<file path="src/rtl/predict_sequencer_pkg.sv">
// Shared types and widths for the draw -> predict -> commit sequencer.
package predict_sequencer_pkg;
    localparam int COORD_W          = 4;
    localparam int DIGIT_W          = 4;
    localparam int GRID_MAX_DEFAULT = 8;

    typedef enum logic [2:0] {
        S_IDLE      = 3'd0,
        S_LAUNCH    = 3'd1,
        S_WAIT_PRED = 3'd2,
        S_COMMIT    = 3'd3,
        S_CLEAR     = 3'd4
    } state_t;

    function automatic logic digit_ok(input logic [DIGIT_W-1:0] d);
        return (d != '0) && (d <= DIGIT_W'(9));
    endfunction
endpackage

</file>
<file path="src/rtl/seq_timeout_counter.sv">
// Counts enabled cycles from zero; expired flags the final allowed cycle.
module seq_timeout_counter #(
    parameter int LIMIT = 2000000
) (
    input  logic clk,
    input  logic rst,
    input  logic clear,
    input  logic enable,
    output logic expired
);
    localparam int CW = $clog2(LIMIT + 1);

    logic [CW-1:0] count;

    always_ff @(posedge clk) begin
        if (rst || clear)
            count <= '0;
        else if (enable)
            count <= count + 1'b1;
    end

    assign expired = enable && (count == CW'(LIMIT - 1));
endmodule

</file>
<file path="src/rtl/predict_sequencer.sv">
// Turns a completed drawing into one predictor run and, if the digit is
// usable, one board write; always finishes by clearing the drawing track.
module predict_sequencer
    import predict_sequencer_pkg::*;
#(
    parameter int TIMEOUT_CYCLES = 2000000,
    parameter int GRID_MAX       = GRID_MAX_DEFAULT
) (
    input  logic               clk,
    input  logic               rst,
    input  logic               game_active,
    input  logic               draw_valid,
    input  logic [COORD_W-1:0] draw_block_x,
    input  logic [COORD_W-1:0] draw_block_y,
    output logic               predict_start,
    input  logic               predict_finish,
    input  logic [DIGIT_W-1:0] predict_number,
    output logic               write_en,
    output logic [COORD_W-1:0] write_row,
    output logic [COORD_W-1:0] write_col,
    output logic [DIGIT_W-1:0] write_data,
    output logic               track_clear,
    output logic               busy,
    output logic               err_timeout,
    output logic               dropped
);
    state_t             state, state_next;
    logic [COORD_W-1:0] lat_x, lat_y;
    logic [DIGIT_W-1:0] lat_digit;
    logic               accept, in_range, expired;
    logic               predict_start_d, write_en_d, track_clear_d, err_timeout_d, dropped_d;

    seq_timeout_counter #(.LIMIT(TIMEOUT_CYCLES)) u_timeout (
        .clk    (clk),
        .rst    (rst),
        .clear  (state != S_WAIT_PRED),
        .enable (state == S_WAIT_PRED),
        .expired(expired)
    );

    assign accept   = (state == S_IDLE) && draw_valid && game_active;
    assign in_range = (draw_block_x <= COORD_W'(GRID_MAX)) && (draw_block_y <= COORD_W'(GRID_MAX));

    always_ff @(posedge clk) begin
        if (rst) state <= S_IDLE;
        else     state <= state_next;
    end

    always_comb begin
        state_next = state;
        case (state)
            S_IDLE:
                if (accept) state_next = in_range ? S_LAUNCH : S_CLEAR;
            S_LAUNCH:
                state_next = game_active ? S_WAIT_PRED : S_CLEAR;
            S_WAIT_PRED:
                // Losing the game outranks a result arriving the same cycle.
                if (!game_active)
                    state_next = S_CLEAR;
                else if (predict_finish)
                    state_next = digit_ok(predict_number) ? S_COMMIT : S_CLEAR;
                else if (expired)
                    state_next = S_CLEAR;
            S_COMMIT:
                state_next = S_CLEAR;
            S_CLEAR:
                state_next = S_IDLE;
            default:
                state_next = S_IDLE;
        endcase
    end

    // Pulses are decoded from the next state so each is a clean flop output.
    always_comb begin
        predict_start_d = (state_next == S_LAUNCH);
        write_en_d      = (state_next == S_COMMIT);
        track_clear_d   = (state_next == S_CLEAR);
        err_timeout_d   = (state == S_WAIT_PRED) && game_active && !predict_finish && expired;
        dropped_d       = draw_valid && (state != S_IDLE);
    end

    always_ff @(posedge clk) begin
        if (rst) begin
            predict_start <= 1'b0;
            write_en      <= 1'b0;
            track_clear   <= 1'b0;
            err_timeout   <= 1'b0;
            dropped       <= 1'b0;
            lat_x         <= '0;
            lat_y         <= '0;
            lat_digit     <= '0;
            write_row     <= '0;
            write_col     <= '0;
            write_data    <= '0;
        end else begin
            predict_start <= predict_start_d;
            write_en      <= write_en_d;
            track_clear   <= track_clear_d;
            err_timeout   <= err_timeout_d;
            dropped       <= dropped_d;
            if (accept) begin
                lat_x <= draw_block_x;
                lat_y <= draw_block_y;
            end
            if (write_en_d) begin
                lat_digit  <= predict_number;
                write_row  <= lat_y;
                write_col  <= lat_x;
                write_data <= predict_number;
            end
        end
    end

    assign busy = (state != S_IDLE);

    logic unused_ok;
    assign unused_ok = ^lat_digit;
endmodule

</file>
<file path="config.mk">
export PLATFORM = sky130hd
export DESIGN_NAME = predict_sequencer
export DESIGN_NICKNAME = d
export VERILOG_FILES = /design/src/rtl/predict_sequencer_pkg.sv /design/src/rtl/seq_timeout_counter.sv /design/src/rtl/predict_sequencer.sv
export SDC_FILE = /design/constraint.sdc
export NUM_CORES = 1
export LEC_CHECK = 0
export BUFFER_PORTS_ARGS = -buffer_cell sky130_fd_sc_hd__buf_4
export CORE_UTILIZATION = 55
export DETAILED_ROUTE_END_ITERATION = 10
export HOLD_SLACK_MARGIN = 0.08
export PLACE_DENSITY = 0.82
export SYNTH_ARGS = -nofsm -noshare
export SYNTH_HDL_FRONTEND = slang
export SYNTH_SLANG_ARGS = --single-unit
export TNS_END_PERCENT = 20
</file>
<file path="constraint.sdc">
create_clock -name clk -period 3.6 [get_ports clk]
set_input_delay 0.18 -clock clk [delete_from_list [all_inputs] [get_ports clk]]
set_output_delay 0.18 -clock clk [all_outputs]
set_load 0.02 [all_outputs]
</file>
==> qor.txt, run 1 <==
=================================================================================================
Status                                                                               finished, final reports clean
Peak Freq                                                                                 465 MHz
Tmin final                                                                                2.15 ns
Synth Cell Area                                                                          2000 µm²
CTS tree                                                                                    built
Count of flip-flops with a built-in enable after synthesis                                      0
Async set-reset flop share out of synthesis                                                     0
Logic depth of the worst path, buffers included                                                 7
Fillers                                                                                       265
Maximum number of pins on one net before global-route repair                                   27
Cells along the critical path                                                        dlygate4sd3_1, buf_4, nor4_1, nand4b_1, o41ai_1, a21oi_1, nor2b_1
Final worst slack                                                                         1.45 ns
Rows                                                                                           21
Synth top cells by count                                                             dfxtp_1 (49), nor2_1 (43), mux2i_1 (20)
Top cell type by total area after synthesis                                               dfxtp_1
Maximum resistive drop on vdd                                                            0.301 mV
Buf+Inv Stages, Crit Path                                                                       2
Register bit total from synthesis                                                              49
Via count of the first global-routing pass                                                  1,540
Sequential area share after synthesis                                                       0.491
Max-capacitance violation count                                                                 0
Mean Syn Cell Area                                                                       9.34 µm²
Critical Path Start Type                                                             primary input
Crit-path leading delay family                                                       simple AND/OR/NAND/NOR gates
Placement Setup Slack                                                                     1.60 ns
Main combinational cell family by area after synthesis                               simple AND/OR/NAND/NOR gates
Area share of the largest cell type after synthesis                                         0.491
Final-layout setup total negative slack                                                      0 ns
DR vias/cell                                                                                 5.26
Critical-path cell with the highest stage delay                                          nand4b_1
Port-buffer cells                                                                              34
Num ports                                                                                      35
Die area                                                                                 3880 µm²
Type of the setup path with the least slack                                             in -> reg
Clock root buffer                                                                        clkbuf_4
Routed wire length                                                                        3920 µm
Maximum single-stage delay on the critical path                                           0.66 ns
Remaining design rule violation count                                                           0
Depth of the worst register-to-register path                                                    5
Pins over their slew limit                                                                      0
Total number of clock tree sinks                                                               49
Share of post-route cells with drive strength above 1                                       0.171
Yosys warns                                                                                     0
GR Util All Layers                                                                          0.219
Post-synthesis compound-gate area fraction                                                 0.0657
Worst-path fanout max                                                                          14
Pin slew with the least headroom to its limit                                            0.874 ns
Hold path cells                                                                                 3
Post-synthesis cell count                                                                     214
Post-CTS sizing                                                                                 0
Final Hold Vio Count                                                                            0
Routed len/inst                                                                           12.7 µm
CTS Buf Count                                                                                   5
Effective utilization at floorplan                                                          0.585
Clock input transition at the sequential cells of the worst setup and hold paths          0.14 ns
Number of buffers on the longest clock path                                                     2
Detailed placer's ending HPWL                                                             2660 µm
Fraction of synthesized area in multiplexers                                                0.100
Worst min path class                                                                    in -> reg
Required time reported for the critical path endpoint                                     3.92 ns
Area taken by flip-flops and latches                                                      981 µm²
XOR/XNOR share of the synthesized area                                                     0.0613
GR Overflow Total                                                                               0
First-pass GRT wire length                                                                6640 µm
Most frequent cell after synthesis                                                        dfxtp_1
Worst EP arrival                                                                          2.47 ns
Die extent in x                                                                           62.3 µm
Post-synth top flop                                                                       dfxtp_1
Number of nets in the layout                                                                  280
DR iter-0 viols                                                                               110
Routing usage on met3                                                                      0.0533
Antenna Nets Post-Route                                                                         0
Antenna diode count                                                                             0
Met1 capacity usage during global routing                                                   0.245
Overall power of the completed layout                                                  0.000868 W
CP endpoint kind                                                                         register
Number of buffers inserted for hold repair after clock tree synthesis                          14
Initial antenna violation count                                                                 0
Area growth from synthesis to layout                                                        23.8%
Post-CTS setup buffer count                                                                     0
Area used by multi-input combinational logic                                              956 µm²
Via count                                                                                   1,625
Adder-cell share of the synthesized area                                                  0.00626
Static leakage power                                                                      1.05 nW
DIE HEIGHT                                                                                62.3 µm
Final GP Congestion                                                                         0.704
Global routing's busiest layer                                                               met2
Area of the core                                                                         3420 µm²
Clk_skew                                                                                0.0117 ns
Power density normalized to cell area                                                  351 nW/µm²
Setup repair after global routing missed its margin                                         false
Synthesized netlist net count                                                                 232
# H-tree levels                                                                                 2
Tcrit/Tclk final                                                                            0.597
Met2 Use GR                                                                                 0.385
Clock Latency Late Sink                                                                   0.38 ns
Worst slew margin                                                                           0.414
Leading cell types by total area after synthesis                                     dfxtp_1 (49%), mux2i_1 (10%), nor2_1 (8.1%)
Number of endpoints failing setup at the final stage                                            0
Number of distinct library cell variants in the gate-level netlist after synthesis             38
Post-synthesis share of cell area spent on and, or, nand and nor gates                      0.245
Drt pass-1 iters                                                                                4
=================================================================================================
[worst min-delay path: stages]
cell and delay [ns]:
buf_4 0.13, inv_1 0.09, nor4_1 0.06
[registers in the layout (all words and copies together), names as in the netlist]
signal and flops:
predict_start 1, lat_x 4, write_data 4, write_col 4, write_en 1, state 3, write_row 4, err_timeout 1
lat_y 4, u_timeout.count 21, dropped 1, track_clear 1
[through the flow]
step                hold WS (ns)  std cells  instance area (µm²)   util
floorplan                  0.259        214                 2000      -
global placement           0.395        287                 2280  0.667
detailed placement         0.395        287                 2280  0.667
CTS                       0.0977        309                 2480  0.725
global route               0.112        309                 2480  0.725
finish                     0.109        309                 2480  0.725
[path summary, 6_finish.rpt]
kind                                endpoint  slack, ns                            start
max                 predict_start$_SDFF_PP0_       1.45                predict_number[3]
min                   err_timeout$_SDFF_PP0_       0.11                      game_active
max reg2reg         predict_start$_SDFF_PP0_       1.58              state[2]$_SDFF_PP0_
min reg2reg  u_timeout.count[0]$_SDFFE_PP0N_       0.48  u_timeout.count[0]$_SDFFE_PP0N_
[routing by layer]
layer / wire length, µm / part of all wire
met1: 1780 / 0.45
met2: 1920 / 0.49
met3: 116 / 0.030
met4: 100 / 0.025
met5: 0 / 0
[where the power goes]
group | internal [W] | switching, W
sequential | 0.000549 | 0.00000430
combinational | 0.0000349 | 0.0000279
clock | 0.0000765 | 0.000176
[cells in the final DEF, fill, tap and decap left out, types with 5 or more instances in the layout]
| master | instances |
|---|---|
| xor2_1 | 6 |
| mux2i_1 | 20 |
| or3_1 | 6 |
| a21oi_1 | 6 |
| inv_1 | 8 |
| nand2_1 | 9 |
| xnor2_1 | 8 |
| clkbuf_4 | 5 |
| nor2_1 | 43 |
| dfxtp_1 | 49 |
| nand3_1 | 6 |
| dlygate4sd3_1 | 14 |
| o21ai_0 | 7 |
| buf_4 | 34 |
[layout make-up]
cell class	count	area share
multi-input combinational	150	0.386
clock buffer	6	0.0167
timing repair buffer	48	0.160
clock inverter	2	0.00606
sequential	49	0.396
tap	46	0.0232
inverter	8	0.0121
[kinds of logic (layout without fill, tap and decap cells)]
group           Yosys count  in the layout
flops                    49             49
mux                      20             20
xor+xnor                 14             14
buf+inv                  15             64
simple gates             93             93
fa+ha+maj                 1              1
compound gates           22             22
Note: power is estimated with default switching activity, not from simulation.
==> inputs of run 2 (changes only) <==
--- a/config.mk
+++ b/config.mk
@@ -6,10 +6,10 @@
 export NUM_CORES = 1
 export LEC_CHECK = 0
 export BUFFER_PORTS_ARGS = -buffer_cell sky130_fd_sc_hd__buf_4
-export CORE_UTILIZATION = 55
+export CORE_UTILIZATION = 49
 export DETAILED_ROUTE_END_ITERATION = 10
 export HOLD_SLACK_MARGIN = 0.08
-export PLACE_DENSITY = 0.82
+export PLACE_DENSITY = 0.77
 export SYNTH_ARGS = -nofsm -noshare
 export SYNTH_HDL_FRONTEND = slang
 export SYNTH_SLANG_ARGS = --single-unit
==> constraint.sdc (replaced) <==
create_clock -name clk -period 1.87 [get_ports clk]
set_input_delay 0.0935 -clock clk [delete_from_list [all_inputs] [get_ports clk]]
set_output_delay 0.0935 -clock clk [all_outputs]
set_load 0.02 [all_outputs]
==> run 2 against run 1 <==
Combinational power rose by 96%. Power increased by 110%. Flip-flop and latch count stayed put. Sequential share of layout area shrank 1.3 points. First-iteration DRC count shrank 25%. Design area up 3.3%. Sequential power increased by 92%. Count of clock-buffer cells in the layout shrank 1. Utilization decreased by 5.2 points. Register-to-register slack worse by 1.5 ns. Global-route usage shrank 1.3 points. Largest cell class unchanged.
==> qor.txt, run 2 (synthesis results as in run 1) <==
===============================================================================================
Antenna diode count                                                                           0   unchanged
DR vias/cell                                                                               5.21   -0.88%
Pins over their slew limit                                                                    0   unchanged
Routed wire length                                                                      3950 µm   +0.74%
Max Used Layer                                                                             met4
Final Hold Vio Count                                                                          0   unchanged
Final-layout setup total negative slack                                                    0 ns   unchanged
Worst slew margin                                                                         0.685   +0.271
DIE HEIGHT                                                                              65.9 µm   +5.8%
Total number of clock tree sinks                                                             49   unchanged
Final worst slack                                                                      0.128 ns   -1.32 ns
Drt pass-1 iters                                                                              4   unchanged
Tcrit/Tclk final                                                                          0.931
Tmin final                                                                              1.74 ns
Clock Latency Late Sink                                                                 0.31 ns   -0.07 ns
Routed len/inst                                                                         12.5 µm   -1.2%
Most common cell after layout, fill and taps aside                                      dfxtp_1
GR Overflow Total                                                                             0   unchanged
Number of endpoints failing setup at the final stage                                          0   unchanged
Clock root buffer                                                                      clkbuf_8
Die area                                                                               4340 µm²   +12%
Clk_skew                                                                              0.0116 ns   -0.0000309 ns
Number of nets in the layout                                                                284   +1.4%
Largest register FFs                                                                         21   unchanged
Final GP Congestion                                                                       0.742   +5.5%
Via count of the first global-routing pass                                                1,576   +2.3%
Detailed route wirelength on metal2                                                     1940 µm   +0.99%
Maximum number of pins on one net before global-route repair                                 27   unchanged
GR Util All Layers                                                                        0.206   -0.0130
Power density normalized to cell area                                                714 nW/µm²   +100%
Worst-path fanout max                                                                         4   -10
Initial antenna violation count                                                               0   unchanged
Number of buffers on the longest clock path                                                   2   unchanged
Remaining design rule violation count                                                         0   unchanged
Pin slew with the least headroom to its limit                                          0.466 ns   -0.409 ns
Detailed-routing wirelength on met1                                                     1760 µm   -1.3%
CTS tree                                                                                  built
DR iter-0 viols                                                                              83   -25%
Largest register by flop count                                                     u_timeout.count
Area of the core                                                                       3800 µm²   +11%
Worst min path class                                                                  in -> reg
Port-buffer cells                                                                            34   unchanged
# H-tree levels                                                                               2   unchanged
Clock input transition at the sequential cells of the worst setup and hold paths        0.10 ns   -0.04 ns
Met3 wire length                                                                         152 µm   +31%
Type of the setup path with the least slack                                          reg -> reg
Die extent in x                                                                         65.9 µm   +5.8%
Peak Freq                                                                               574 MHz
CTS Buf Count                                                                                 5   unchanged
Rows                                                                                         22   +4.8%
Status                                                                             finished, final reports clean
CP endpoint kind                                                                       register
Effective utilization at floorplan                                                        0.526   -0.0590
Max-capacitance violation count                                                               0   unchanged
Maximum resistive drop on vdd                                                          0.631 mV   +110%
Via count                                                                                 1,642   +1.0%
Detailed placer's ending HPWL                                                           2700 µm   +1.5%
Share of post-route cells with drive strength above 1                                     0.195   +0.0237
Antenna Nets Post-Route                                                                       0   unchanged
Num ports                                                                                    35   unchanged
Setup repair after global routing missed its margin                                       false
Overall power of the completed layout                                                 0.00183 W   +110%
Most frequent cells in the layout                                                  dfxtp_1 (49), nor2_1 (43), buf_4 (38)
Static leakage power                                                                    1.09 nW   +3.9%
Required time reported for the critical path endpoint                                   2.12 ns   -1.80 ns
Critical Path Start Type                                                               register
Worst EP arrival                                                                        2.00 ns   -0.47 ns
First-pass GRT wire length                                                              6780 µm   +2.2%
Placement Setup Slack                                                                  0.186 ns   -1.41 ns
Area growth from synthesis to layout                                                      27.9%
===============================================================================================
==> run 2: critical path: stages (launching register included) <==
cell	delay, ns
dfxtp_1	0.38
ha_1	0.21
and4_1	0.28
nor2b_1	0.19
nand4_1	0.16
a21oi_1	0.30
nor2b_1	0.16
==> run 2: where the power goes <==
group	switching, W	leakage (nW)	internal, W
Sequential	0.00000814	0.396	0.00106
Clock	0.000370	0.0447	0.000270
Combinational	0.0000547	0.653	0.0000678
Total	0.000433	1.09	0.00139
==> run 2: final cells by class <==
| class | instances | area (µm²) |
|---|---|---|
| clock buffers | 5 | 68.8 |
| clock inverters | 3 | 25.0 |
| fillers | 298 | 1240 |
| inverters | 8 | 30.0 |
| multi-input cells | 150 | 967 |
| flip-flops and latches | 49 | 981 |
| well taps | 48 | 60.1 |
| repair buffers | 52 | 425 |
==> run 2: timing repair <==
item	in CTS	in global routing
setup buffers	0	0
hold buffers	14	0
resized for setup	0	2
hold endpoints to repair	14	0
setup endpoints to repair	0	3
==> run 2: path summary, 6_finish.rpt <==
path                                        start                               to  slack (ns)  cells after the start
hold reg to reg   u_timeout.count[0]$_SDFFE_PP0N_  u_timeout.count[0]$_SDFFE_PP0N_        0.48                      1
hold / removal                                rst            lat_y[2]$_SDFFE_PP0P_        0.13                      2
setup / recovery  u_timeout.count[0]$_SDFFE_PP0N_         predict_start$_SDFF_PP0_        0.13                      6
setup reg to reg  u_timeout.count[0]$_SDFFE_PP0N_         predict_start$_SDFF_PP0_        0.13                      6
==> run 2: layer usage <==
metal	global-route usage	vias up
li1	-	846
met1	0.243	757
met2	0.346	28
met3	0.0500	11
met4	0.103	0
met5	0	-
==> run 2: metrics by stage <==
step,area [µm²],cells,util,hold WS (ns)
global route,2560,315,0.673,0.133
detailed placement,2310,293,0.609,0.321
global placement,2310,293,0.609,0.318
floorplan,2000,214,-,0.172
CTS,2550,315,0.670,0.115
finish,2560,315,0.673,0.129
